File: config.mk
export PLATFORM = sky130hd
export DESIGN_NAME = sync_gray_ptr_multi
export DESIGN_NICKNAME = d
export VERILOG_FILES = /design/src/rtl/sync_gray_ptr_multi.sv
export SDC_FILE = /design/constraint.sdc
export NUM_CORES = 1
export LEC_CHECK = 0
export CELL_PAD_IN_SITES_DETAIL_PLACEMENT = 0
export CELL_PAD_IN_SITES_GLOBAL_PLACEMENT = 2
export CORE_ASPECT_RATIO = 0.75
export CORE_MARGIN = 4
export CORE_UTILIZATION = 32
export DETAILED_ROUTE_END_ITERATION = 10
export PLACE_DENSITY_LB_ADDON = 0.25
export SLEW_MARGIN = 10
export SYNTH_ARGS = -nofsm -noshare
export SYNTH_HDL_FRONTEND = slang
export SYNTH_SLANG_ARGS = --single-unit
File: constraint.sdc
create_clock -name wclk -period 8.55 [get_ports wclk]
set_clock_uncertainty 0.2 [all_clocks]
set_input_delay 0.855 -clock wclk [delete_from_list [all_inputs] [get_ports wclk]]
set_output_delay 0.855 -clock wclk [all_outputs]
set_load 0.02 [all_outputs]
File: src/rtl/sync_gray_ptr_multi.sv
// sync_gray_ptr_multi: multi-channel Gray pointer synchroniser into wclk.
// Per channel: SYNC_STAGES-deep flop chain, registered Gray->binary value,
// advance pulse/delta and an optional sticky Gray-integrity error.
// Optional feature macro: SYNC_GRAY_CHECK_EN (Hamming checker + gray_err).

module sync_gray_ptr_ch #(
   parameter int P      = 9,
   parameter int STAGES = 2
) (
   input  logic         wclk,
   input  logic         wrst,
   input  logic         out_valid,
   input  logic [P-1:0] gray_in,
   input  logic         err_clr,
   output logic [P-1:0] gray_o,
   output logic [P-1:0] bin_o,
   output logic [P-1:0] delta_o,
   output logic         adv_o,
   output logic         err_o
);

   logic [STAGES-1:0][P-1:0] sync_q, sync_d;
   logic [P-1:0]             bin_q, bin_d;
   logic [P-1:0]             delta_q, delta_d;
   logic                     adv_q, adv_d;

   function automatic logic [P-1:0] gray2bin(input logic [P-1:0] g);
      logic [P-1:0] b;
      b[P-1] = g[P-1];
      for (int i = P - 2; i >= 0; i--) b[i] = b[i+1] ^ g[i];
      return b;
   endfunction

   // Sync chain shift, binary conversion and advance detection.
   // bin_q doubles as the previous-value register: bin_d is the new value.
   always_comb begin
      sync_d[0] = gray_in;
      for (int i = 1; i < STAGES; i++) sync_d[i] = sync_q[i-1];
      bin_d   = gray2bin(sync_q[STAGES-1]);
      adv_d   = out_valid && (bin_d != bin_q);
      delta_d = adv_d ? (bin_d - bin_q) : delta_q;
   end

   // State registers; synchronous reset discards everything in flight.
   always_ff @(posedge wclk) begin
      if (wrst) begin
         sync_q  <= '0;
         bin_q   <= '0;
         delta_q <= '0;
         adv_q   <= 1'b0;
      end else begin
         sync_q  <= sync_d;
         bin_q   <= bin_d;
         delta_q <= delta_d;
         adv_q   <= adv_d;
      end
   end

   assign gray_o  = sync_q[STAGES-1];
   assign bin_o   = bin_q;
   assign delta_o = delta_q;
   assign adv_o   = adv_q;

`ifdef SYNC_GRAY_CHECK_EN
   logic         err_q, err_d;
   logic [P-1:0] prev_gray, diff;

   // Previous Gray value is re-derived from bin_q; >1 differing bit is an error.
   // Set has priority over clear.
   always_comb begin
      prev_gray = bin_q ^ (bin_q >> 1);
      diff      = sync_q[STAGES-1] ^ prev_gray;
      err_d     = (out_valid && ((diff & (diff - 1'b1)) != '0)) || (err_q && !err_clr);
   end

   // Sticky error flag.
   always_ff @(posedge wclk) begin
      if (wrst) err_q <= 1'b0;
      else      err_q <= err_d;
   end

   assign err_o = err_q;
`else
   logic err_clr_unused;
   assign err_clr_unused = err_clr;
   assign err_o          = 1'b0;
`endif

endmodule

module sync_gray_ptr_multi #(
   parameter int ADDRSIZE    = 8,
   parameter int NUM_CH      = 1,
   parameter int SYNC_STAGES = 2
) (
   input  logic                           wclk,
   input  logic                           wrst,
   input  logic [NUM_CH*(ADDRSIZE+1)-1:0] rptr_gray,
   input  logic [NUM_CH-1:0]              err_clr,
   output logic [NUM_CH*(ADDRSIZE+1)-1:0] wq_rptr_gray,
   output logic [NUM_CH*(ADDRSIZE+1)-1:0] wq_rptr_bin,
   output logic [NUM_CH-1:0]              ptr_adv,
   output logic [NUM_CH*(ADDRSIZE+1)-1:0] adv_delta,
   output logic                           out_valid,
   output logic [NUM_CH-1:0]              gray_err
);

   localparam int P  = ADDRSIZE + 1;
   localparam int CW = $clog2(SYNC_STAGES + 2);
   localparam logic [CW-1:0] FILL_MAX = CW'(SYNC_STAGES + 1);

   if (SYNC_STAGES < 2 || SYNC_STAGES > 4) begin : g_bad_stages
      $error("sync_gray_ptr_multi: SYNC_STAGES must be 2..4");
   end
   if (NUM_CH < 1 || NUM_CH > 8) begin : g_bad_ch
      $error("sync_gray_ptr_multi: NUM_CH must be 1..8");
   end

   logic [CW-1:0] fill_q, fill_d;

   // Saturating count of edges since reset release.
   always_comb begin
      fill_d = (fill_q == FILL_MAX) ? fill_q : fill_q + CW'(1);
   end

   // Fill counter register.
   always_ff @(posedge wclk) begin
      if (wrst) fill_q <= '0;
      else      fill_q <= fill_d;
   end

   // Valid once the chain and binary stage hold post-reset samples.
   assign out_valid = (fill_q == FILL_MAX);

   for (genvar c = 0; c < NUM_CH; c++) begin : g_ch
      sync_gray_ptr_ch #(.P(P), .STAGES(SYNC_STAGES)) u_ch (
         .wclk      (wclk),
         .wrst      (wrst),
         .out_valid (out_valid),
         .gray_in   (rptr_gray[c*P +: P]),
         .err_clr   (err_clr[c]),
         .gray_o    (wq_rptr_gray[c*P +: P]),
         .bin_o     (wq_rptr_bin[c*P +: P]),
         .delta_o   (adv_delta[c*P +: P]),
         .adv_o     (ptr_adv[c]),
         .err_o     (gray_err[c])
      );
   end

endmodule
# --- After elaboration in Yosys (flattened, before gate mapping) ---
# Cells that the tools add are included.
# W data, S select, Z words.
op_classes:
  n_reduce_logical: 1
  eq_ne: 2
  bitwise_logic: 8
  add_sub_neg: 2
ops:
  columns: ["cell", "count"]
  rows:
  - ["$ne A9 B9 Y1", 1]
  - ["$sub A9 B9 Y9", 1]
  - ["$xor A1 B1 Y1", 8]
  - ["$add A2 B1 Y2 const B", 1]
  - ["$eq A2 B2 Y1 const B", 1]
  - ["$logic_and A1 B1 Y1", 1]
totals:
  register_bits: 39
  word_cells: 19
  inputBits: 12
  out_inout_bits: 30

# --- Longest topological paths before layout ---
# Gate-level depths: netlist of the first run.
logic_depth:
  ltp_word: 10
  ltp_mapped: 14
  depth_no_buf: 14

# --- Cells and area by module ---
# From an unflattened synthesis of the first run, not the netlist that was laid out.
hier_totals:
  hier_cells: 180
  hier_area_um2: 1757.9
modules_own_cells:
  columns: ["mod", "instances", "cells_each", "area_per_inst_um2"]
  rows:
  - ["sync_gray_ptr_ch", 1, 172, 1666.6]
  - ["sync_gray_ptr_multi", 1, 8, 91.3]

# --- Worst setup path after synthesis of the first run ---
# No wires, ideal clock.
synth_path:
  path_type: "register to register"
  from: "reg g_ch[0].u_ch.sync_q, in the netlist g_ch[0].u_ch.gray_o[5]"
  to: "reg g_ch[0].u_ch.delta_q[6]"
  slack_ns: 5.051
  stages_incl_launch_ff: 15
  setup_ns: 0.122
  arrival_ns: 3.177
  path_buffers: 0
  cell_sequence: "dfxtp_1 > xor2_1 > xnor2_1 > xor2_4 > xnor2_4 > xnor2_2 > ha_1 > inv_1 > fa_1 > a21o_1 > a21oi_1 > o21bai_1 > a21oi_1 > nor4_1 > a311o_1"
synth_between:
  elab_chain_len: 8
  elab_cells_between_ends: 9
  cone_classes: "1 x add/sub; 1 x eq/ne; 6 x bitwise; 1 x reduce/logical"
synth_rtl:
  columns: ["item", "line_no", "rtl"]
  rows:
  - ["start: declaration", "22", "logic [STAGES-1:0][P-1:0] sync_q, sync_d;"]
  - ["start signal: assignment", "52", "sync_q <= sync_d;"]
  - ["$xor A1 B1 Y1 (*) (3 in a row)", "30", "for (int i = P - 2; i >= 0; i--) b[i] = b[i+1] ^ g[i];"]
  - ["via g_ch[0].u_ch.bin_d[3]", "23", "logic [P-1:0] bin_q, bin_d;"]
  - ["$xor A1 B1 Y1 (*) (2 in a row)", "30", null]
  - ["via g_ch[0].u_ch.bin_d[1]", "23", null]
  - ["branches (longest 3 deep; another with $sub A9 B9 Y9)", null, null]
  - ["end signal: assignment", "54", "delta_q <= delta_d;"]
  - ["end: declaration", "24", "logic [P-1:0] delta_q, delta_d;"]
# Mark *: on every way through the listed nets, which the timed path passes.
# A chain may end at the register's enable or synchronous reset.

# --- Worst setup path in the final report of the first run ---
layout_path:
  from: "reg g_ch[0].u_ch.sync_q, in the netlist g_ch[0].u_ch.gray_o[8]"
  to: "reg g_ch[0].u_ch.delta_q[6]"
layout_between:
  elab_chain_len: 10
  elab_cells_between_ends: 11
  cone_classes: "1 x add/sub; 1 x eq/ne; 8 x bitwise; 1 x reduce/logical"
layout_rtl:
  columns: ["item", "line_no"]
  rows:
  - ["$xor A1 B1 Y1 (*)", "30"]
  - ["via g_ch[0].u_ch.bin_d[7]", "23"]
  - ["$xor A1 B1 Y1 (*) (4 in a row)", "30"]
  - ["via g_ch[0].u_ch.bin_d[3]", "23"]
  - ["$xor A1 B1 Y1 (*) (2 in a row)", "30"]
  - ["via g_ch[0].u_ch.bin_d[1]", "23"]
  - ["branches (longest 3 deep; another with $sub A9 B9 Y9)", null]
# Marks and branches as above.

==> impl_results.md, run 1 <==
- Clk buf depth: 2
- CP Max Fanout: 5
- Clk Latency, worst-skew pair: ~0.28 ns
- Crit-path slowest cell: dfxtp_1
- CTS buffer count: 5
- Peak VDD IR: 0.0892 mV
- Setup CP Type: reg2reg
- Nets: 230
- Post-Syn Nets: about 190
- Unrepaired setup endpoints after global routing: false
- Die height: about 71 µm
- Hold Crit Class: reg2reg
- Leak: about 0.9 nW
- Drt initial violations: 38
- CTS Root Cell: clkbuf_8
- Gr ovfl total: 0
- Grt met1 use: 0.122
- DRC: 0
- Global-route wire length before repair: approximately 5300 µm
- Post-route minimum period: about 3.7 ns
- Max Clk Rate: 270 MHz
- Yosys warns: 0
- Share of post-route cells with drive strength above 1: 0.0817
- Synth area leaders: dfxtp_1 (46%), nor2b_1 (7.7%), ha_1 (6.6%), xnor2_4 (3.2%), xnor2_1 (3.1%)
- Worst-path cell chain: xor2_2 > xnor2_4 > xor2_4 > xnor2_4 > xnor2_2 > ha_1 > inv_1 > fa_1 > a21o_1 > a21oi_1 > o21bai_1 > a21oi_1 > nor4_1 > a311o_1
- Setup TNS: 0 ns
- Flops & latches, synth: 39
- Ys async rst share: 0
- Hpwl dp: approximately 2300 µm
- Sink Count: 39
- Cts repair resizes: 0
- Worst-path clk slew: 0.07 ns
- Global Route Usage Sum: 0.102
- Number of library cell types mapped by synthesis: 40
- Met2 usage: 0.157
- Outcome: complete, no violations
- Drt wl/cell: roughly 11 µm
- DR vias: 1198
- # rows: 22
- Max-slew violations: 0
- Final hold violations: 0
- Hold buffer count at cts: 0
- Worst Path Buf+Inv: 1
- Synthesis-to-layout area growth: 33.3%
- DRT Pass-1 Iters: 4
- Post-synth EDFFs: 0
- Pin count of the biggest net entering global routing: 38
- Critical Path End Type: flip-flop
- Final worst slack: between 4 and 5 ns
- Diodes inserted: 0
- Place WS: between 4 and 5 ns
- Htree depth: 2
- CP top delay family: XOR/XNOR gates
- Gr busiest metal: met2
- Total Routed Length: roughly 3100 µm
- Crit path DAT: between 3 and 4 ns
- Mean post-synth cell area: just over 10 µm²
- Via density: 4.28
- Max incr delay on CP: around 0.42 ns
- CTS tree: done
- Total I/O pin count: 42
- Initial antenna violation count: 0
- Setup Buffers After CTS: 0
- Mapped cell area: 1700 µm²
- MaxCap Viol Count: 0
- Cells after synthesis: between 150 and 200
- GR Layer Usage met3: 0.0489
- PwrDens: 229 nW/µm²
- Synth top area share: 0.458
- Vias in the first global route: 1156
- Synth area leader: dfxtp_1
- Core area: 5010 µm²
- Final Cycle Share: 0.433
- Antenna Nets Post-Route: 0
- Top FF cell, synth: dfxtp_1
- Setup Viol. Count Final: 0
- Starting density of the core: 0.340
- PortBufs: 39
- Die footprint: ~6600 µm²
- Die width: ~92 µm
- Crit start category: flip-flop
- Seq/Total Area, Yosys: 0.458
- Gpl congestion: 0.781
- Required @ worst endpoint: between 8 and 9 ns
[cells in the final DEF (no fill, tap or decap), types with 2 or more instances in the layout]
cell type	count
dfxtp_1	39
clkdlybuf4s50_1	39
nor2b_1	21
inv_1	13
nor2_1	12
a21oi_1	9
ha_1	9
xnor2_1	6
xor2_1	5
and2_1	5
clkbuf_8	5
a21o_1	4
nand3_1	4
o21ai_0	3
xnor2_4	2
nand4_1	2
nor3_1	2
nand2_1	2
mux2i_1	2
buf_4	2
[per-stage QoR]
stage / power (mW) / instances / hold slack [ns] / utilization / instance area [µm²]
finish: 0.520 / 280 / 0.237 / 0.453 / 2270
global route: 0.555 / 280 / 0.258 / 0.453 / 2270
CTS: 0.529 / 280 / 0.242 / 0.453 / 2270
detailed placement: 0.378 / 273 / 0.223 / 0.432 / 2160
global placement: 0.376 / 273 / 0.218 / 0.432 / 2160
floorplan: 0.329 / 167 / 0.214 / - / 1700
[synthesized netlist by cell type (all sizes together), types with 3 or more instances]
| cell type | n |
|---|---|
| nand3 | 4 |
| inv | 13 |
| ha | 9 |
| a21o | 4 |
| xnor2 | 9 |
| and2 | 5 |
| xor2 | 7 |
| o21ai | 3 |
| a21oi | 9 |
| nor2b | 21 |
| buf | 3 |
| clkbuf | 4 |
| nor2 | 13 |
| dfxtp | 39 |
[final timing paths]
kind / start / end / slack [ns] / depth (start not counted)
worst max-delay path: g_ch[0].u_ch.gray_o[8]$_SDFF_PP0_ / g_ch[0].u_ch.delta_o[6]$_SDFFE_PP0P_ / 4.85 / 14
worst min-delay path: g_ch[0].u_ch.sync_d[11]$_SDFF_PP0_ / g_ch[0].u_ch.gray_o[2]$_SDFF_PP0_ / 0.24 / 1
worst max register to register: g_ch[0].u_ch.gray_o[8]$_SDFF_PP0_ / g_ch[0].u_ch.delta_o[6]$_SDFFE_PP0P_ / 4.85 / 14
worst min register to register: g_ch[0].u_ch.sync_d[11]$_SDFF_PP0_ / g_ch[0].u_ch.gray_o[2]$_SDFF_PP0_ / 0.24 / 1
[logic make-up after synthesis]
family                     Yosys count  synth area share
and+or+nand+nor                     54             0.178
DFF                                 39             0.458
AOI/OAI and AO/OA                   25            0.0985
buffers and inverters               20            0.0492
xor gates and xnor gates            16             0.124
adders and majority gates           10            0.0779
muxes                                2            0.0118
other                                1           0.00220
[worst reg2reg max path, stage by stage (launching register included)]
cell	delay, ns
dfxtp_1	0.42
xor2_2	0.32
xnor2_4	0.22
xor2_4	0.29
xnor2_4	0.19
xnor2_2	0.15
ha_1	0.19
inv_1	0.05
fa_1	0.41
a21o_1	0.20
a21oi_1	0.27
o21bai_1	0.10
a21oi_1	0.18
nor4_1	0.06
a311o_1	0.32
[where the power goes]
part	switching (mW)	internal, mW	total, mW
clock	0.0615	0.0852	0.147
combinational	0.0870	0.0809	0.168
sequential	0.00826	0.197	0.206
[final cells by class]
class,instances,area [µm²]
Clock buffer,5,68.8
Clock inverter,2,37.5
Tap cell,72,90.1
Inverter,13,48.8
Sequential cell,39,781
Fill cell,502,2740
Timing Repair Buffer,41,405
Multi-Input combinational cell,108,838
[sequential cells by signal, indices dropped and copies added (netlist names)]
register	cells
g_ch.u_ch.bin_o	9
g_ch.u_ch.sync_d	9
fill_q	2
g_ch.u_ch.gray_o	9
g_ch.u_ch.adv_o	1
g_ch.u_ch.delta_o	9
[metal layers]
metal | wire length [µm] | part of all wire
met3 | 289 | 0.092
met5 | 0 | 0
met4 | 36 | 0.011
met2 | 1350 | 0.43
met1 | 1470 | 0.47
No activity file was read; power rests on OpenSTA's default activity.
==> run 2: changes to the inputs <==
--- a/config.mk
+++ b/config.mk
@@ -9,7 +9,7 @@
 export CELL_PAD_IN_SITES_GLOBAL_PLACEMENT = 2
 export CORE_ASPECT_RATIO = 0.75
 export CORE_MARGIN = 4
-export CORE_UTILIZATION = 32
+export CORE_UTILIZATION = 30
 export DETAILED_ROUTE_END_ITERATION = 10
 export PLACE_DENSITY_LB_ADDON = 0.25
 export SLEW_MARGIN = 10
==> constraint.sdc (replaced) <==
create_clock -name wclk -period 3.6 [get_ports wclk]
set_clock_uncertainty 0.2 [all_clocks]
set_input_delay 0.36 -clock wclk [delete_from_list [all_inputs] [get_ports wclk]]
set_output_delay 0.36 -clock wclk [all_outputs]
set_load 0.02 [all_outputs]
==> impl_results.md, run 2 (synthesis results as in run 1) <==
- Place WS: around 0.008 ns
- Max-slew violations: 0
- CP Max Fanout: 4
- Nets: ~230
- Pin count of the biggest net entering global routing: 22
- Worst Path Buf+Inv: 1
- Critical Path End Type: flip-flop
- Outcome: complete, no violations
- Worst-path cell chain: xor2_2 > xnor2_2 > xor2_4 > xnor2_4 > xnor2_2 > ha_1 > inv_1 > fa_1 > a21o_1 > a21oi_1 > o21bai_1 > a21oi_2 > nor4bb_1 > a311o_1
- Hold buffer count at cts: 0
- Hpwl dp: around 2600 µm
- Initial antenna violation count: 0
- Global Route Usage Sum: 0.108
- Relative slew slack: 0.569
- Hold Crit Class: reg2reg
- Via density: ~4.3
- Diodes inserted: 0
- Leak: slightly above 0.9 nW
- DR vias: between 1000 and 1500
- Synthesis-to-layout area growth: 37.5%
- Worst reg-to-reg path cell count: 14
- Core area: approximately 5400 µm²
- Dpl cell area: about 2200 µm²
- Sink Count: 39
- PwrDens: 541 nW/µm²
- Global-route wire length before repair: between 5000 and 6000 µm
- Total I/O pin count: between 40 and 50
- Worst hold stages: 1
- CTS Root Cell: clkbuf_8
- Htree depth: 2
- Drt initial violations: 50
- Post-route cell area: ~2300 µm²
- Final worst slack: 0.232 ns
- Vias in the first global route: ~1300
- Clk Latency, worst-skew pair: 0.29 ns
- Peak VDD IR: 0.237 mV
- Setup TNS: 0 ns
- Required @ worst endpoint: approximately 3.6 ns
- Cell count along the critical path: 14
- CP top delay family: XOR/XNOR gates
- Tot Pwr: roughly 1.3 mW
- Min Hold Slack: about 0.24 ns
- # rows: 23
- CP most frequent cell: xnor2_2
- Final hold violations: 0
- Antenna Nets Post-Route: 0
- MaxCap Viol Count: 0
- Gr ovfl total: 0
- Crit path DAT: approximately 3.4 ns
- Crit-path slowest cell: fa_1
- Max incr delay on CP: roughly 0.39 ns
- Crit start category: flip-flop
- Starting density of the core: 0.315
- Worst Tran Pin Value: around 0.64 ns
- Gpl congestion: around 0.76
- Share of post-route cells with drive strength above 1: 0.123
- Worst-path clk slew: around 0.080 ns
- Die footprint: between 6000 and 7000 µm²
- Setup CP Type: reg2reg
- Post-route minimum period: roughly 3.4 ns
- Drt wl/cell: roughly 12 µm
- Max Clk Rate: approximately 300 MHz
- Die width: between 90 and 100 µm
- Leading cell type in the layout, fill and taps excluded: clkdlybuf4s50_1
- DRT Pass-1 Iters: 4
- Total Routed Length: approximately 3400 µm
- Final Cycle Share: 0.936
- Setup Viol. Count Final: 0
- CTS buffer count: 5
- Clk buf depth: 2
- DRC: 0
- PortBufs: 39
- Die height: 73.2 µm
- Commonest cells after routing, fill and taps aside: clkdlybuf4s50_1 (39), dfxtp_1 (36), nor2b_1 (21)
- CTS tree: done
run 2: where the power goes:
| group | internal (mW) | switching, mW | total [mW] |
|---|---|---|---|
| combinational | 0.207 | 0.217 | 0.425 |
| sequential | 0.468 | 0.0209 | 0.489 |
| clock | 0.203 | 0.150 | 0.353 |
run 2: worst reg2reg max path, stage by stage, from the launching register on:
cell      delay, ns
dfxtp_1        0.34
xor2_2         0.20
xnor2_2        0.26
xor2_4         0.26
xnor2_4        0.19
xnor2_2        0.16
ha_1           0.20
inv_1          0.05
fa_1           0.39
a21o_1         0.20
a21oi_1        0.19
o21bai_1       0.10
a21oi_2        0.15
nor4bb_1       0.29
a311o_1        0.14
run 2: timing repair:
item,in CTS,in global routing
pin swaps,1,3
buffers inserted,0,1
endpoints found under the hold margin,0,0
resized for setup,1,8
endpoints found under the setup margin,1,8
run 2: layout make-up:
type	instances	area, µm²
Inverter	13	48.8
Clock buffer	5	68.8
Tap cell	75	93.8
Sequential cell	39	787
Fill cell	588	3070
Timing Repair Buffer	44	428
Multi-Input combinational cell	108	877
Clock inverter	2	37.5
run 2: per-stage QoR:
stage / cells / util
after floorplan: 167 / -
after global placement: 278 / 0.403
after detailed placement: 278 / 0.403
after CTS: 285 / 0.425
after global routing: 286 / 0.433
final: 286 / 0.433
run 2: path summary, 6_finish.rpt:
check | from | end | slack (ns)
setup / recovery | g_ch[0].u_ch.gray_o[4]$_SDFF_PP0_ | g_ch[0].u_ch.delta_o[6]$_SDFFE_PP0P_ | 0.23
hold / removal | g_ch[0].u_ch.sync_d[14]$_SDFF_PP0_ | g_ch[0].u_ch.gray_o[5]$_SDFF_PP0_ | 0.24
setup reg to reg | g_ch[0].u_ch.gray_o[4]$_SDFF_PP0_ | g_ch[0].u_ch.delta_o[6]$_SDFFE_PP0P_ | 0.23
hold reg to reg | g_ch[0].u_ch.sync_d[14]$_SDFF_PP0_ | g_ch[0].u_ch.gray_o[5]$_SDFF_PP0_ | 0.24
run 2: per-layer routing:
metal | vias to the layer above | global-route usage | routed length, µm
met3 | 2 | 0.0361 | 222
met2 | 32 | 0.179 | 1530
li1 | 632 | - | -
met4 | 0 | 0.0304 | 22
met5 | - | 0 | 0
met1 | 565 | 0.135 | 1640
==> run 3: changes to the inputs <==
--- a/config.mk
+++ b/config.mk
@@ -8,8 +8,8 @@
 export CELL_PAD_IN_SITES_DETAIL_PLACEMENT = 0
 export CELL_PAD_IN_SITES_GLOBAL_PLACEMENT = 2
 export CORE_ASPECT_RATIO = 0.75
-export CORE_MARGIN = 4
-export CORE_UTILIZATION = 30
+export CORE_UTILIZATION = 32
+export CTS_CLUSTER_DIAMETER = 150
 export DETAILED_ROUTE_END_ITERATION = 10
 export PLACE_DENSITY_LB_ADDON = 0.25
 export SLEW_MARGIN = 10
==> constraint.sdc (replaced) <==
create_clock -name wclk -period 3.95 [get_ports wclk]
set_clock_uncertainty 0.2 [all_clocks]
set_input_delay 0.395 -clock wclk [delete_from_list [all_inputs] [get_ports wclk]]
set_output_delay 0.395 -clock wclk [all_outputs]
set_load 0.02 [all_outputs]
==> impl_results.md, run 3 (synthesis results as in run 1) <==
- Outcome: complete, no violations
- Global-route wire length before repair: between 5000 and 6000 µm
- Total Routed Length: 3130 µm
- Worst hold stages: 1
- MaxCap Viol Count: 0
- Die height: between 60 and 70 µm
- CTS buffer count: 5
- Crit start category: flip-flop
- Die width: roughly 86 µm
- Unrepaired setup endpoints after global routing: false
- R2R Setup Slk: ~0.32 ns
- Hold buffer count at cts: 0
- CTS Root Cell: clkbuf_8
- Max incr delay on CP: 0.46 ns
- Crit-path slowest cell: dfxtp_1
- # rows: 22
- CP Max Fanout: 5
- Worst-path clk slew: approximately 0.08 ns
- Fillcell total: ~500
- Diodes inserted: 0
- Multi-input logic area: between 800 and 900 µm²
- Post-route cell area: approximately 2300 µm²
- Required @ worst endpoint: between 3 and 4 ns
- Final Non-Filler Cells: ~280
- Post-route minimum period: between 3 and 4 ns
- Share of post-route cells with drive strength above 1: 0.0905
- Max-slew violations: 0
- Via density: between 4 and 5
- Inst Count DP: between 200 and 300
- Max Clk Rate: around 280 MHz
- Synthesis-to-layout area growth: 33.9%
- Critical Path End Type: flip-flop
- Tot Pwr: around 1.1 mW
- Global Route Usage Sum: 0.126
- Antenna Nets Post-Route: 0
- Metal2 WL: about 1400 µm
- Dpl cell area: 2160 µm²
- Peak VDD IR: 0.211 mV
- Max layer used: met4
- Drt initial violations: 59
- Relative slew slack: 0.590
- Hpwl dp: roughly 2300 µm
- Fin util: 0.455
- Clk buf depth: 2
- Htree depth: 2
- Nets: 231
- Leak: around 0.9 nW
- Final Cycle Share: 0.919
- DRT met1 WL: around 1500 µm
- Core area: between 5000 and 6000 µm²
- Initial antenna violation count: 0
- PortBufs: 39
- Gpl congestion: about 0.8
- PwrDens: around 480 nW/µm²
- Commonest cells after routing, fill and taps aside: dfxtp_1 (39), clkdlybuf4s50_1 (39), nor2b_1 (21)
- Setup Viol. Count Final: 0
- CTS tree: done
- Setup CP Type: reg2reg
- Die footprint: about 5600 µm²
- Starting density of the core: 0.340
- Endpoint of the worst register-to-register path: g_ch[0].u_ch.delta_o[6]$_SDFFE_PP0P_
- Sink Count: 39
- Hold Crit Class: reg2reg
- DRT Pass-1 Iters: 4
- Vias in the first global route: 1145
- Worst reg-to-reg path cell count: 14
- FF/Latch Area: 781 µm²
- Reg-to-Reg Start: g_ch[0].u_ch.gray_o[8]$_SDFF_PP0_
- Hold path endpoint: g_ch[0].u_ch.gray_o[8]$_SDFF_PP0_
- Min Hold Slack: between 0.2 and 0.25 ns
- Worst Tran Pin Value: a little over 0.6 ns
- DRC: 0
- Crit path DAT: ~3.6 ns
- Place WS: ~0.24 ns
- Final hold violations: 0
- Drt wl/cell: 11.1 µm
- Beginning of the worst hold path: g_ch[0].u_ch.sync_d[17]$_SDFF_PP0_
- Worst-path cell chain: xor2_4 > xnor2_4 > xor2_4 > xnor2_4 > xnor2_2 > ha_1 > inv_1 > fa_1 > a21o_1 > a21oi_1 > o21bai_1 > a21oi_1 > nor4_1 > a311o_1
- Total I/O pin count: 42
- Pin count of the biggest net entering global routing: 24
- Setup TNS: 0 ns
- Routed met3 length: about 230 µm
- Clk Latency, worst-skew pair: 0.29 ns
- DR vias: about 1200
- Final worst slack: around 0.32 ns
- Gr ovfl total: 0
-- run 3: critical path, delay by kind of cell (launching register included) --
family,cells,cell delay [ns]
xor+xnor,5,1.06
simple gates,1,0.06
flops,1,0.46
compound gates,5,1.09
buf+inv,1,0.05
fa+ha+maj,2,0.58
-- run 3: repair_timing --
item / in CTS / in global routing
endpoints found under the setup margin: 0 / 1
gates resized for setup: 0 / 1
setup buffers: 0 / 1
-- run 3: how the worst max path moves through the flow --
stage | slack [ns] | endpoint | cells after the start | start
2_1_floorplan | 0.45 | g_ch[0].u_ch.delta_o[6]$_SDFFE_PP0P_ | 14 | g_ch[0].u_ch.gray_o[5]$_SDFF_PP0_
3_3_place_gp | 0.32 | g_ch[0].u_ch.delta_o[6]$_SDFFE_PP0P_ | 14 | g_ch[0].u_ch.gray_o[8]$_SDFF_PP0_
3_5_place_dp | 0.24 | g_ch[0].u_ch.delta_o[6]$_SDFFE_PP0P_ | 14 | g_ch[0].u_ch.gray_o[8]$_SDFF_PP0_
4_1_cts | 0.21 | g_ch[0].u_ch.delta_o[6]$_SDFFE_PP0P_ | 14 | g_ch[0].u_ch.gray_o[8]$_SDFF_PP0_
5_1_grt | 0.03 | g_ch[0].u_ch.delta_o[6]$_SDFFE_PP0P_ | 14 | g_ch[0].u_ch.gray_o[5]$_SDFF_PP0_
6_report | 0.32 | g_ch[0].u_ch.delta_o[6]$_SDFFE_PP0P_ | 14 | g_ch[0].u_ch.gray_o[8]$_SDFF_PP0_
-- run 3: final cells by class --
cell class	count	share of cell area
Tap cell	72	0.0395
Timing Repair Buffer	42	0.181
Multi-Input combinational cell	108	0.372
Sequential cell	39	0.342
Clock inverter	2	0.00713
Clock buffer	6	0.0362
Inverter	13	0.0214
-- run 3: routing by layer --
layer  vias up  GRT usage
met5         -          0
met4         0     0.0667
met3         7     0.0565
met2        33      0.192
met1       540      0.149
li1        633          -
-- run 3: power by group --
group | leakage, nW | internal, mW | total (mW) | switching [mW]
Sequential | 0.321 | 0.427 | 0.445 | 0.0179
Combinational | 0.535 | 0.178 | 0.366 | 0.188
Clock | 0.0474 | 0.142 | 0.285 | 0.142
Total | 0.903 | 0.747 | 1.10 | 0.348
